===== src/rtl/rgmii_dly_pkg.sv =====
// Shared types and default constants for the RGMII receive-path delay controller.
package rgmii_dly_pkg;
  localparam int DEF_LANES   = 5;
  localparam int DEF_TAP_W   = 5;
  localparam int DEF_MAX_TAP = 31;

  typedef logic [DEF_TAP_W-1:0] tap_t;

  typedef enum logic [2:0] {
    WAIT_RDY,
    LOAD,
    SETTLE,
    IDLE,
    STEP,
    ERROR
  } dly_state_e;
endpackage


===== src/rtl/rgmii_idelay_lane.sv =====
// One delay lane: shadow tap register with load-time clamp and saturating +/-1 step.
module rgmii_idelay_lane
  import rgmii_dly_pkg::*;
#(
  parameter int TAP_W   = DEF_TAP_W,
  parameter int MAX_TAP = DEF_MAX_TAP
) (
  input  logic             clk_int,
  input  logic             rst_int_n,
  input  logic             load,
  input  logic [TAP_W-1:0] cfg_tap,
  input  logic             step,
  input  logic             inc,
  output logic [TAP_W-1:0] tap,
  output logic             at_lim
);
  localparam logic [TAP_W-1:0] TAP_MAX = TAP_W'(MAX_TAP);

  // A step that would leave [0, MAX_TAP] is refused so the element never wraps.
  always_comb at_lim = inc ? (tap == TAP_MAX) : (tap == '0);

  always_ff @(posedge clk_int) begin
    if (!rst_int_n)           tap <= '0;
    else if (load)            tap <= (cfg_tap > TAP_MAX) ? TAP_MAX : cfg_tap;
    else if (step && !at_lim) tap <= inc ? tap + 1'b1 : tap - 1'b1;
  end
endmodule


===== src/rtl/rgmii_idelay_ctrl.sv =====
// Run-time controller for RGMII RX input delays: waits for the delay reference,
// loads per-lane taps, then services single-step requests with settle gaps.
module rgmii_idelay_ctrl
  import rgmii_dly_pkg::*;
#(
  parameter int LANES       = DEF_LANES,
  parameter int TAP_W       = DEF_TAP_W,
  parameter int MAX_TAP     = DEF_MAX_TAP,
  parameter int SETTLE_CYC  = 4,
  parameter int RDY_TIMEOUT = 1024
) (
  input  logic                     clk_int,
  input  logic                     rst_int_n,
  input  logic                     dlyctrl_rdy_i,
  input  logic [LANES*TAP_W-1:0]   cfg_tap_i,
  input  logic                     cfg_load_i,
  input  logic                     step_valid_i,
  input  logic [$clog2(LANES)-1:0] step_lane_i,
  input  logic                     step_inc_i,
  output logic                     step_ready_o,
  output logic [LANES-1:0]         dly_ld_o,
  output logic [LANES-1:0]         dly_ce_o,
  output logic                     dly_inc_o,
  output logic [LANES*TAP_W-1:0]   dly_cntvaluein_o,
  output logic [LANES*TAP_W-1:0]   tap_o,
  output logic                     busy_o,
  output logic                     ready_o,
  output logic                     err_o
);
  localparam int LW    = $clog2(LANES);
  localparam int TMR_W = $clog2(RDY_TIMEOUT + 1);
  localparam int SET_W = $clog2(SETTLE_CYC + 1);

  dly_state_e                    state;
  logic [TMR_W-1:0]              rdy_tmr;
  logic [SET_W-1:0]              settle_cnt;
  logic [LANES-1:0][TAP_W-1:0]   cfg_arr, tap_arr;
  logic [LANES-1:0]              sel, at_lim;
  logic [2**LW-1:0]              lim_ext;
  logic                          go_load, accept, clip;

  assign cfg_arr          = cfg_tap_i;
  assign tap_o            = tap_arr;
  // The element only samples CNTVALUEIN on LD, so the shadow doubles as load value.
  assign dly_cntvaluein_o = tap_arr;

  assign busy_o       = (state != IDLE);
  assign step_ready_o = (state == IDLE) && dlyctrl_rdy_i && !cfg_load_i;
  assign accept       = step_valid_i && step_ready_o;
  assign go_load      = dlyctrl_rdy_i &&
                        ((state == WAIT_RDY) || ((state == IDLE) && cfg_load_i));

  // Lane indices past LANES read as "at limit" so they are refused like a clip.
  always_comb begin
    lim_ext            = '1;
    lim_ext[LANES-1:0] = at_lim;
  end
  assign clip = lim_ext[step_lane_i];

  for (genvar i = 0; i < LANES; i++) begin : g_lane
    assign sel[i] = (step_lane_i == LW'(i));
    rgmii_idelay_lane #(.TAP_W(TAP_W), .MAX_TAP(MAX_TAP)) u_lane (
      .clk_int  (clk_int),
      .rst_int_n(rst_int_n),
      .load     (go_load),
      .cfg_tap  (cfg_arr[i]),
      .step     (accept && sel[i]),
      .inc      (step_inc_i),
      .tap      (tap_arr[i]),
      .at_lim   (at_lim[i])
    );
  end

  always_ff @(posedge clk_int) begin
    if (!rst_int_n) begin
      state      <= WAIT_RDY;
      rdy_tmr    <= '0;
      settle_cnt <= '0;
      dly_ld_o   <= '0;
      dly_ce_o   <= '0;
      dly_inc_o  <= 1'b0;
      ready_o    <= 1'b0;
      err_o      <= 1'b0;
    end else begin
      dly_ld_o <= '0;
      dly_ce_o <= '0;
      unique case (state)
        WAIT_RDY: begin
          if (go_load) begin
            state    <= LOAD;
            dly_ld_o <= '1;
            rdy_tmr  <= '0;
          end else if (rdy_tmr == TMR_W'(RDY_TIMEOUT - 1)) begin
            state <= ERROR;
            err_o <= 1'b1;
          end else begin
            rdy_tmr <= rdy_tmr + 1'b1;
          end
        end
        LOAD, STEP: begin
          state      <= SETTLE;
          settle_cnt <= '0;
        end
        SETTLE: begin
          if (settle_cnt == SET_W'(SETTLE_CYC - 1)) begin
            state   <= IDLE;
            ready_o <= 1'b1;
          end else begin
            settle_cnt <= settle_cnt + 1'b1;
          end
        end
        IDLE: begin
          if (!dlyctrl_rdy_i) begin
            state   <= WAIT_RDY;
            ready_o <= 1'b0;
            rdy_tmr <= '0;
          end else if (go_load) begin
            state    <= LOAD;
            dly_ld_o <= '1;
          end else if (accept) begin
            state     <= STEP;
            dly_inc_o <= step_inc_i;
            if (clip) err_o    <= 1'b1;
            else      dly_ce_o <= sel;
          end
        end
        ERROR: begin
          ready_o <= 1'b0;
          if (cfg_load_i) begin
            state   <= WAIT_RDY;
            rdy_tmr <= '0;
            err_o   <= 1'b0;
          end
        end
        default: state <= WAIT_RDY;
      endcase
    end
  end
endmodule


===== config.mk =====
export PLATFORM = sky130hd
export DESIGN_NAME = rgmii_idelay_ctrl
export DESIGN_NICKNAME = d
export VERILOG_FILES = /design/src/rtl/rgmii_dly_pkg.sv /design/src/rtl/rgmii_idelay_lane.sv /design/src/rtl/rgmii_idelay_ctrl.sv
export SDC_FILE = /design/constraint.sdc
export NUM_CORES = 1
export LEC_CHECK = 0
export CAP_MARGIN = 15
export CORE_MARGIN = 2
export CORE_UTILIZATION = 35
export DETAILED_ROUTE_END_ITERATION = 8
export PLACE_DENSITY_LB_ADDON = 0.1
export SETUP_SLACK_MARGIN = 0.02
export SYNTH_ARGS = -nofsm -noshare
export SYNTH_HDL_FRONTEND = slang
export SYNTH_SLANG_ARGS = --single-unit

===== constraint.sdc =====
create_clock -name clk_int -period 3.25 [get_ports clk_int]
set_clock_uncertainty 0.05 [all_clocks]
set_input_delay 0.4875 -clock clk_int [delete_from_list [all_inputs] [get_ports clk_int]]
set_output_delay 0.4875 -clock clk_int [all_outputs]
set_load 0.02 [all_outputs]

==> results of run 1 <==
[critical path, cell delays in order, from the launching register on]
cell,delay [ns]
dfxtp_1,0.63
nor2b_1,0.25
or3b_2,0.48
inv_1,0.07
clkdlybuf4s50_1,0.60
[path summary, 6_finish.rpt]
check | endpoint | slack, ns
worst max-delay path | step_ready_o | 0.39
worst min register to register | rdy_tmr[10]$_SDFFE_PN0P_ | 0.41
worst max register to register | g_lane[0].u_lane.tap[4]$_SDFFE_PN0P_ | 0.96
worst min-delay path | rdy_tmr[10]$_SDFFE_PN0P_ | 0.41
[flip-flops by register name, indices dropped and copies added (netlist names)]
signal	cells
g_lane.u_lane.tap	25
rdy_tmr	11
dly_ce_o	5
settle_cnt	3
state	3
dly_inc_o	1
dly_ld_o	1
err_o	1
ready_o	1
[where the power goes]
part	leakage, nW	switching, mW	internal [mW]
combinational	1.20	0.586	0.542
sequential	0.417	0.135	0.707
clock	0.0612	0.223	0.250
total	1.68	0.944	1.50
[metrics by stage]
stage	setup slack, ns	utilization	area (um2)	hold WS, ns	power [mW]
6_report	0.3889	0.4595	4679	0.4073	2.442
5_1_grt	0.2193	0.4595	4679	0.4194	2.612
4_1_cts	0.3763	0.4595	4679	0.4113	2.476
3_5_place_dp	0.2719	0.4479	4562	0.3959	1.991
3_3_place_gp	0.3103	0.4479	4562	0.3955	1.967
2_1_floorplan	0.7226	-	3626	0.3727	1.636
[cell families after synthesis]
kind of cell,synth area share
AOI/OAI and AO/OA,0.1967
buffers and inverters,0.1032
and+or+nand+nor,0.2267
xor gates and xnor gates,0.05073
DFF,0.2816
muxes,0.05141
adders and majority gates,0.08972
[layer usage]
layer,up-vias,GRT usage
li1,1659,-
met1,1525,0.2199
met2,69,0.3037
met3,5,0.02474
met4,0,0.02914
met5,-,0
[final cells by class]
cell class | count | area, um2 | area share
well taps | 136 | 170.2 | 0.03636
clock inverters | 2 | 35.03 | 0.007487
repair buffers | 109 | 1076 | 0.2299
flip-flops and latches | 51 | 1021 | 0.2182
inverters | 17 | 63.81 | 0.01364
multi-input cells | 315 | 2231 | 0.4767
clock buffers | 6 | 82.58 | 0.01765
[cell usage in the layout (no fill, tap or decap), drive strengths merged, types with 2 or more instances in the layout]
cell            n
or2             4
o21ai          29
nand2          27
o211ai          4
nand3b          2
clkbuf          6
o22ai           8
mux2            5
clkinv          3
dfxtp          51
or4             4
clkdlybuf4s50  98
nor4            7
nand4           6
nor2b           3
nor2           34
a21oi          39
mux2i          13
a21o            6
nand2b         10
buf            11
and2            3
inv            15
o41ai           3
or3b            5
a31oi           6
nor3           12
a211oi          3
xnor2          20
ha             18
and4            2
nand4b          3
a2bb2o          5
nand3           8
fa              5
or3             6
or4b            2
==> metrics.txt, run 1 <==
worst hold path startpoint rdy_tmr[10]$_SDFFE_PN0P_; Inst Count DP 628; WP data arrival 2.32 ns; Total GRT Usage 0.1702; uppermost layer routed met4; Overflow after GRT 0; Seq cells post-synth 51; Min Clock Period, post-route 2.861 ns; # setup viols final 0; clock slew at reported path FFs 0.09 ns; Crit Path Class flop to output pin; clock root buffer master clkbuf_8; clock insertion delay at the later pin of the skew report 0.31 ns; Hold Violations, Final 0; Initial Util 0.3560; Synth Instances 430; fmax 349.5 MHz; Worst-Margin Slew 0.5226 ns; Final Non-Filler Cells 636; unrepaired setup endpoints after global routing false; pwr dens 521.9 nW/um2; pin count of the biggest net entering global routing 48; Crit. End Element output pin; Worst VDD drop 228.2 uV; drc violations 0; setup TNS 0 ns; most frequent cell after synthesis dfxtp_1; Die ar. 11190 um2; final WL 9395 um; Worst Hold Depth 1; DP HPWL 6937 um; startpoint types flop; leak pwr 1.676 nW; Post-synth EDFFs 0; worst r2r src state[0]$_SDFFE_PN0P_; Die W 105.8 um; post-CTS setup buffers 0; fillers 1051; first-pass GRT wire length 15840 um; Synth Area per Inst 8.433 um2; CTS Sinks 51; area leader, netlist dfxtp_1; Vert. Die Dim 105.8 um; drt first pass iters 4; post_cts resized 0; Synth area leaders dfxtp_1 (28%), buf_4 (6.4%), ha_1 (6.2%); Final period util 0.8803; gp weighted congestion 0.7732; initial drt markers 106; Slew Viols, Final 0; area grow syn2layout 29.05%; layout cells sized above 1 0.09400; Unique masters post-synth 65; vias 3258; Yosys warning count 0; wire length per cell 14.77 um; Post-synth ARST share 0; worst min-delay path class flop to flop; DR vias/cell 5.123; r2r worst-path depth 6; TritonCTS clock tree built; outcome completed; Post-Syn Nets 487; Post-CTS Hold Buffers 0; routed length on met2 4556 um; metal1 wirelength 4436 um; core box area 10180 um2; slew margin rel. 0.6484; cell area after synthesis 3626 um2; vias in the first global route 3190; number of antenna-violating nets in the routed design 0; antenna fix cells 0; port bufs 98; CP max FO 17; Crit path required time 2.71 ns; Ports 99; sequential-to-total area share from yosys stat 0.2816; crit path launch state[0]$_SDFFE_PN0P_; CTS Buffer Depth 2; Synth Flop Type dfxtp_1; Rows 37; H-tree levels 2; initial antenna violation count 0; NumNets Final 556; Yosys top cell area share 0.2816; Inserted Clock Buffers 5; synth cell count leaders dfxtp_1 (51), a21oi_1 (38), nor2_1 (34); max cap viols 0; met3 WL 338 um
No activity file was read; power rests on OpenSTA's default activity.
==> run 2: changes to the inputs <==
==> constraint.sdc (replaced) <==
create_clock -name clk_int -period 3.25 [get_ports clk_int]
set_clock_uncertainty 0.05 [all_clocks]
set_input_delay 0.65 -clock clk_int [delete_from_list [all_inputs] [get_ports clk_int]]
set_output_delay 0.65 -clock clk_int [all_outputs]
set_load 0.02 [all_outputs]
==> run 2 against run 1 <==
  * Flip-flop and latch count did not move
  * Global-route usage fell by 0.27 points
  * Combinational power barely moved
  * Utilization did not move
  * Maximum frequency fell by 6.9%
  * Die area did not move
  * Non-clock buffer count rose by 4
  * Cell count rose by 0.47%
  * Clock power fell by 19%
  * Highest routed layer unchanged
==> metrics.txt, run 2 (same netlist as run 1, synthesis figures left out) <==
outcome completed; biggest regs g_lane.u_lane.tap: 25 flops, rdy_tmr: 11 flops, dly_ce_o: 5 flops; CP max stage delay 0.60 ns; Ports 99; DP HPWL 6781 um; fin util 0.4595; flop2flop setup slack 1.01 ns; Crit. End Element output pin; number of flip-flops in the largest register 25; Crit path required time 2.55 ns; r2r worst-path depth 5; post-CTS setup buffers 0; # setup viols final 0; antenna fix cells 0; Initial Util 0.3560; CTS Buffer Depth 2; Min Clock Period, post-route 3.074 ns; initial drt markers 92; setup TNS 0 ns; CP Capture Point step_ready_o; Reg power frac 0.351; crit-path cells clkdlybuf4s50_1 > nand2_1 > or3b_2 > inv_1 > clkdlybuf4s50_1; Vert. Die Dim 105.8 um; Crit Path Class primary input to output pin; fillers 1040; DR vias/cell 5.164; gp weighted congestion 0.8168; Logic pwr share 0.486; Biggest register g_lane.u_lane.tap; Total GRT Usage 0.1674; layout cells sized above 1 0.09940; WP data arrival 2.37 ns; startpoint types primary input; H-tree levels 2; fmax 325.3 MHz; number of antenna-violating nets in the routed design 0; vias 3300; Design Power 2.354 mW; NumNets Final 560; P_sw 0.9315 mW; TritonCTS clock tree built; r2r endpoint rdy_tmr[3]$_SDFFE_PN0P_; clock root buffer master clkbuf_8; Worst VDD drop 234.3 uV; Worst-Margin Slew 0.4701 ns; worst r2r src state[2]$_SDFFE_PN0P_; commonest non-fill, non-tap cell in the layout clkdlybuf4s50_1; Overflow after GRT 0; Die ar. 11190 um2; max cap viols 0; most frequent cells in the layout clkdlybuf4s50_1 (98), dfxtp_1 (51), a21oi_1 (38); Crit path top cell by count clkdlybuf4s50_1; vias in the first global route 3204; post_cts resized 0; Slew Viols, Final 0; Internal 1.422 mW; Inserted Clock Buffers 5; final WL 9123 um; slew margin rel. 0.6862; wire length per cell 14.28 um; Hold Violations, Final 0; drc violations 0; core box area 10180 um2; Post-CTS Hold Buffers 0; Rows 37; worst min-delay path class flop to flop; CP max FO 2; clock slew at reported path FFs 0.09 ns; clock insertion delay at the later pin of the skew report 0.31 ns; Clock power frac 0.163; initial antenna violation count 0; leak pwr 1.681 nW; Die W 105.8 um; pin count of the biggest net entering global routing 48; unrepaired setup endpoints after global routing false; area grow syn2layout 29.05%; Worst path slowest cell clkdlybuf4s50_1; Final period util 0.9459; pwr dens 503.0 nW/um2; drt first pass iters 4; port bufs 98; Net Sw Frac 0.3957; CTS Sinks 51; crit path launch dlyctrl_rdy_i; first-pass GRT wire length 15460 um
run 2: cell count changes in the layout (fill, tap and decap cells not counted), sizes merged:
| cell | previous run | this run |
|---|---|---|
| bufinv | 1 | 0 |
| buf | 11 | 15 |
run 2: worst min path at each step:
stage / depth (start not counted) / endpoint / from / slack (ns)
final: 1 / rdy_tmr[10]$_SDFFE_PN0P_ / rdy_tmr[10]$_SDFFE_PN0P_ / 0.40
after global routing: 1 / rdy_tmr[10]$_SDFFE_PN0P_ / rdy_tmr[10]$_SDFFE_PN0P_ / 0.42
after CTS: 1 / rdy_tmr[10]$_SDFFE_PN0P_ / rdy_tmr[10]$_SDFFE_PN0P_ / 0.40
after detailed placement: 1 / rdy_tmr[10]$_SDFFE_PN0P_ / rdy_tmr[10]$_SDFFE_PN0P_ / 0.39
after global placement: 1 / rdy_tmr[10]$_SDFFE_PN0P_ / rdy_tmr[10]$_SDFFE_PN0P_ / 0.38
after floorplan: 1 / rdy_tmr[10]$_SDFFE_PN0P_ / rdy_tmr[10]$_SDFFE_PN0P_ / 0.37
run 2: metal layers:
metal / vias to the layer above / wire length, um / GRT usage
met5: - / 0 / 0
met4: 0 / 65 / 0.03571
met3: 6 / 390 / 0.02721
met2: 74 / 4411 / 0.2922
met1: 1551 / 4256 / 0.2173
li1: 1669 / - / -
run 2: cell type report:
cell class / count / area, um2 / area share
well taps: 136 / 170.2 / 0.03636
clock buffers: 6 / 82.58 / 0.01765
multi-input cells: 315 / 2231 / 0.4767
inverters: 17 / 63.81 / 0.01364
clock inverters: 1 / 5.005 / 0.001070
flip-flops and latches: 51 / 1021 / 0.2182
repair buffers: 113 / 1106 / 0.2364
run 2: power by group through the flow:
stage          logic (mW)  clock network, mW  registers, mW
3_3_place_gp         1.13                  0          0.839
4_1_cts              1.15              0.408          0.828
2_1_floorplan       0.744                  0          0.893
3_5_place_dp         1.15                  0          0.843
6_report             1.14              0.384          0.826
5_1_grt              1.26              0.425          0.845
run 2: per-stage QoR:
| step | cells | hold WS (ns) | setup slack (ns) | cell area, um2 |
|---|---|---|---|---|
| after global routing | 639 | 0.4200 | 0.1214 | 4679 |
| after detailed placement | 632 | 0.3860 | 0.1731 | 4592 |
| after floorplan | 430 | 0.3727 | 0.5601 | 3626 |
| after global placement | 632 | 0.3807 | 0.1541 | 4592 |
| after CTS | 639 | 0.4019 | 0.1575 | 4679 |
| final | 639 | 0.3986 | 0.1757 | 4679 |
run 2: worst max-delay path: cells and delay by family:
kind / cells / cell delay [ns]
and+or+nand+nor: 2 / 0.57
buffers and inverters: 3 / 1.16
==> run 3: changes to the inputs <==
--- a/config.mk
+++ b/config.mk
@@ -5,12 +5,13 @@
 export SDC_FILE = /design/constraint.sdc
 export NUM_CORES = 1
 export LEC_CHECK = 0
-export CAP_MARGIN = 15
+export CAP_MARGIN = 25
 export CORE_MARGIN = 2
-export CORE_UTILIZATION = 35
+export CORE_UTILIZATION = 49
 export DETAILED_ROUTE_END_ITERATION = 8
 export PLACE_DENSITY_LB_ADDON = 0.1
 export SETUP_SLACK_MARGIN = 0.02
+export SLEW_MARGIN = 20
 export SYNTH_ARGS = -nofsm -noshare
 export SYNTH_HDL_FRONTEND = slang
 export SYNTH_SLANG_ARGS = --single-unit
==> run 3 against run 2 <==
  * Clock power is 21% higher
  * Cell count is 5.9% lower
  * Flip-flop and latch count stayed put
  * Final area is 0.67% lower
  * Maximum frequency is 0.13% higher
  * Wire length is 4.2% lower
  * Power is 3.3% higher
  * Sequential share of layout area is 0.15 points higher
==> metrics.txt, run 3 (same netlist as run 1, synthesis figures left out) <==
leak pwr 1.683 nW; unrepaired setup endpoints after global routing false; Final period util 0.9447; fillers 659; core box area 7214 um2; layout cells sized above 1 0.09761; Min Clock Period, post-route 3.070 ns; crit-path cells clkdlybuf4s50_1 > nand2_1 > or3b_2 > inv_1 > clkdlybuf4s50_1; Total GRT Usage 0.2129; CTS Buffer Depth 2; antenna fix cells 0; first-pass GRT wire length 14540 um; area taken by multi-input logic gates 2231 um2; worst hold slack 0.4050 ns; most frequent cells in the layout clkdlybuf4s50_1 (98), dfxtp_1 (51), a21oi_1 (38); drt first pass iters 4; area grow syn2layout 28.19%; Crit path top cell by count clkdlybuf4s50_1; Hold Violations, Final 0; FF+latch area 1021 um2; DP HPWL 6550 um; pin count of the biggest net entering global routing 33; NumNets Final 558; port bufs 98; Die ar. 8104 um2; Crit path required time 2.55 ns; post-CTS setup buffers 0; Overflow after GRT 0; initial antenna violation count 0; Crit Path Class primary input to output pin; Slew Viols, Final 0; gp weighted congestion 0.8700; Inserted Clock Buffers 5; initial drt markers 142; Worst VDD drop 313.6 uV; H-tree levels 2; # setup viols final 0; critical path buffer and inverter count 3; biggest regs g_lane.u_lane.tap: 25 flops, rdy_tmr: 11 flops, dly_ce_o: 5 flops; startpoint types primary input; Worst-Margin Slew 0.6027 ns; fmax 325.7 MHz; vias 3323; outcome completed; TritonCTS clock tree built; CP delay by family, top buffers and inverters; Die W 90.02 um; CP max FO 2; commonest non-fill, non-tap cell in the layout clkdlybuf4s50_1; Biggest register g_lane.u_lane.tap; Crit. End Element output pin; final worst slack 0.1797 ns; DR vias/cell 5.529; Worst path slowest cell clkdlybuf4s50_1; max cap viols 0; clock root buffer master clkbuf_8; wire length per cell 14.55 um; clock slew at reported path FFs 0.09 ns; Post-CTS Hold Buffers 0; final WL 8742 um; Vert. Die Dim 90.02 um; CTS Sinks 51; WP data arrival 2.37 ns; drc violations 0; vias in the first global route 3124; CP max stage delay 0.59 ns; slew margin rel. 0.5945; number of flip-flops in the largest register 25; worst min-delay path class flop to flop; clock insertion delay at the later pin of the skew report 0.31 ns; Initial Util 0.5026; number of antenna-violating nets in the routed design 0; Rows 31; Ports 99; pre-CTS setup slack 0.1922 ns; setup TNS 0 ns; pwr dens 523.1 nW/um2; post_cts resized 0
-- run 3: changes by cell type in the layout (fill, tap and decap cells not counted) --
cell / change
buf_4: -2
bufinv_16: +1
-- run 3: where the power goes --
| part | leakage (nW) | switching (mW) | internal [mW] |
|---|---|---|---|
| clock network | 0.0612 | 0.216 | 0.249 |
| registers | 0.417 | 0.143 | 0.707 |
| logic | 1.21 | 0.572 | 0.544 |
| total | 1.68 | 0.931 | 1.50 |
-- run 3: layer usage --
layer	GRT usage	routed length (um)	vias to the layer above
met2	0.3653	4221	89
met1	0.2726	3973	1556
li1	-	-	1663
met4	0.08333	166	0
met5	0	0	-
met3	0.02598	380	15
-- run 3: layout make-up --
cell class,instances,area share
Sequential cell,51,0.2197
Tap cell,99,0.02665
Clock buffer,6,0.01777
Timing Repair Buffer,111,0.2347
Inverter,17,0.01373
Clock inverter,2,0.007537
Multi-Input combinational cell,315,0.4799
-- run 3: worst reg2reg max path, cell delays in order, from the launching register on --
cell and delay (ns):
dfxtp_1 0.62, and4bb_1 0.27, nand3_1 0.21, buf_4 0.28, nor4_1 0.53, mux2i_1 0.26, a21oi_1 0.08
-- run 3: per-stage QoR --
stage	total power, mW	util	cell area [um2]	std cells
global placement	1.950	0.6280	4531	593
global route	2.587	0.6443	4648	601
detailed placement	1.984	0.6280	4531	593
floorplan	1.636	-	3626	430
finish	2.431	0.6443	4648	601
CTS	2.452	0.6443	4648	601
-- run 3: final timing paths --
kind / depth (start not counted) / slack, ns / endpoint / from
worst min-delay path: 1 / 0.40 / rdy_tmr[10]$_SDFFE_PN0P_ / rdy_tmr[10]$_SDFFE_PN0P_
worst max-delay path: 5 / 0.18 / step_ready_o / dlyctrl_rdy_i
worst max register to register: 6 / 0.83 / g_lane[4].u_lane.tap[3]$_SDFFE_PN0P_ / state[0]$_SDFFE_PN0P_
worst min register to register: 1 / 0.40 / rdy_tmr[10]$_SDFFE_PN0P_ / rdy_tmr[10]$_SDFFE_PN0P_
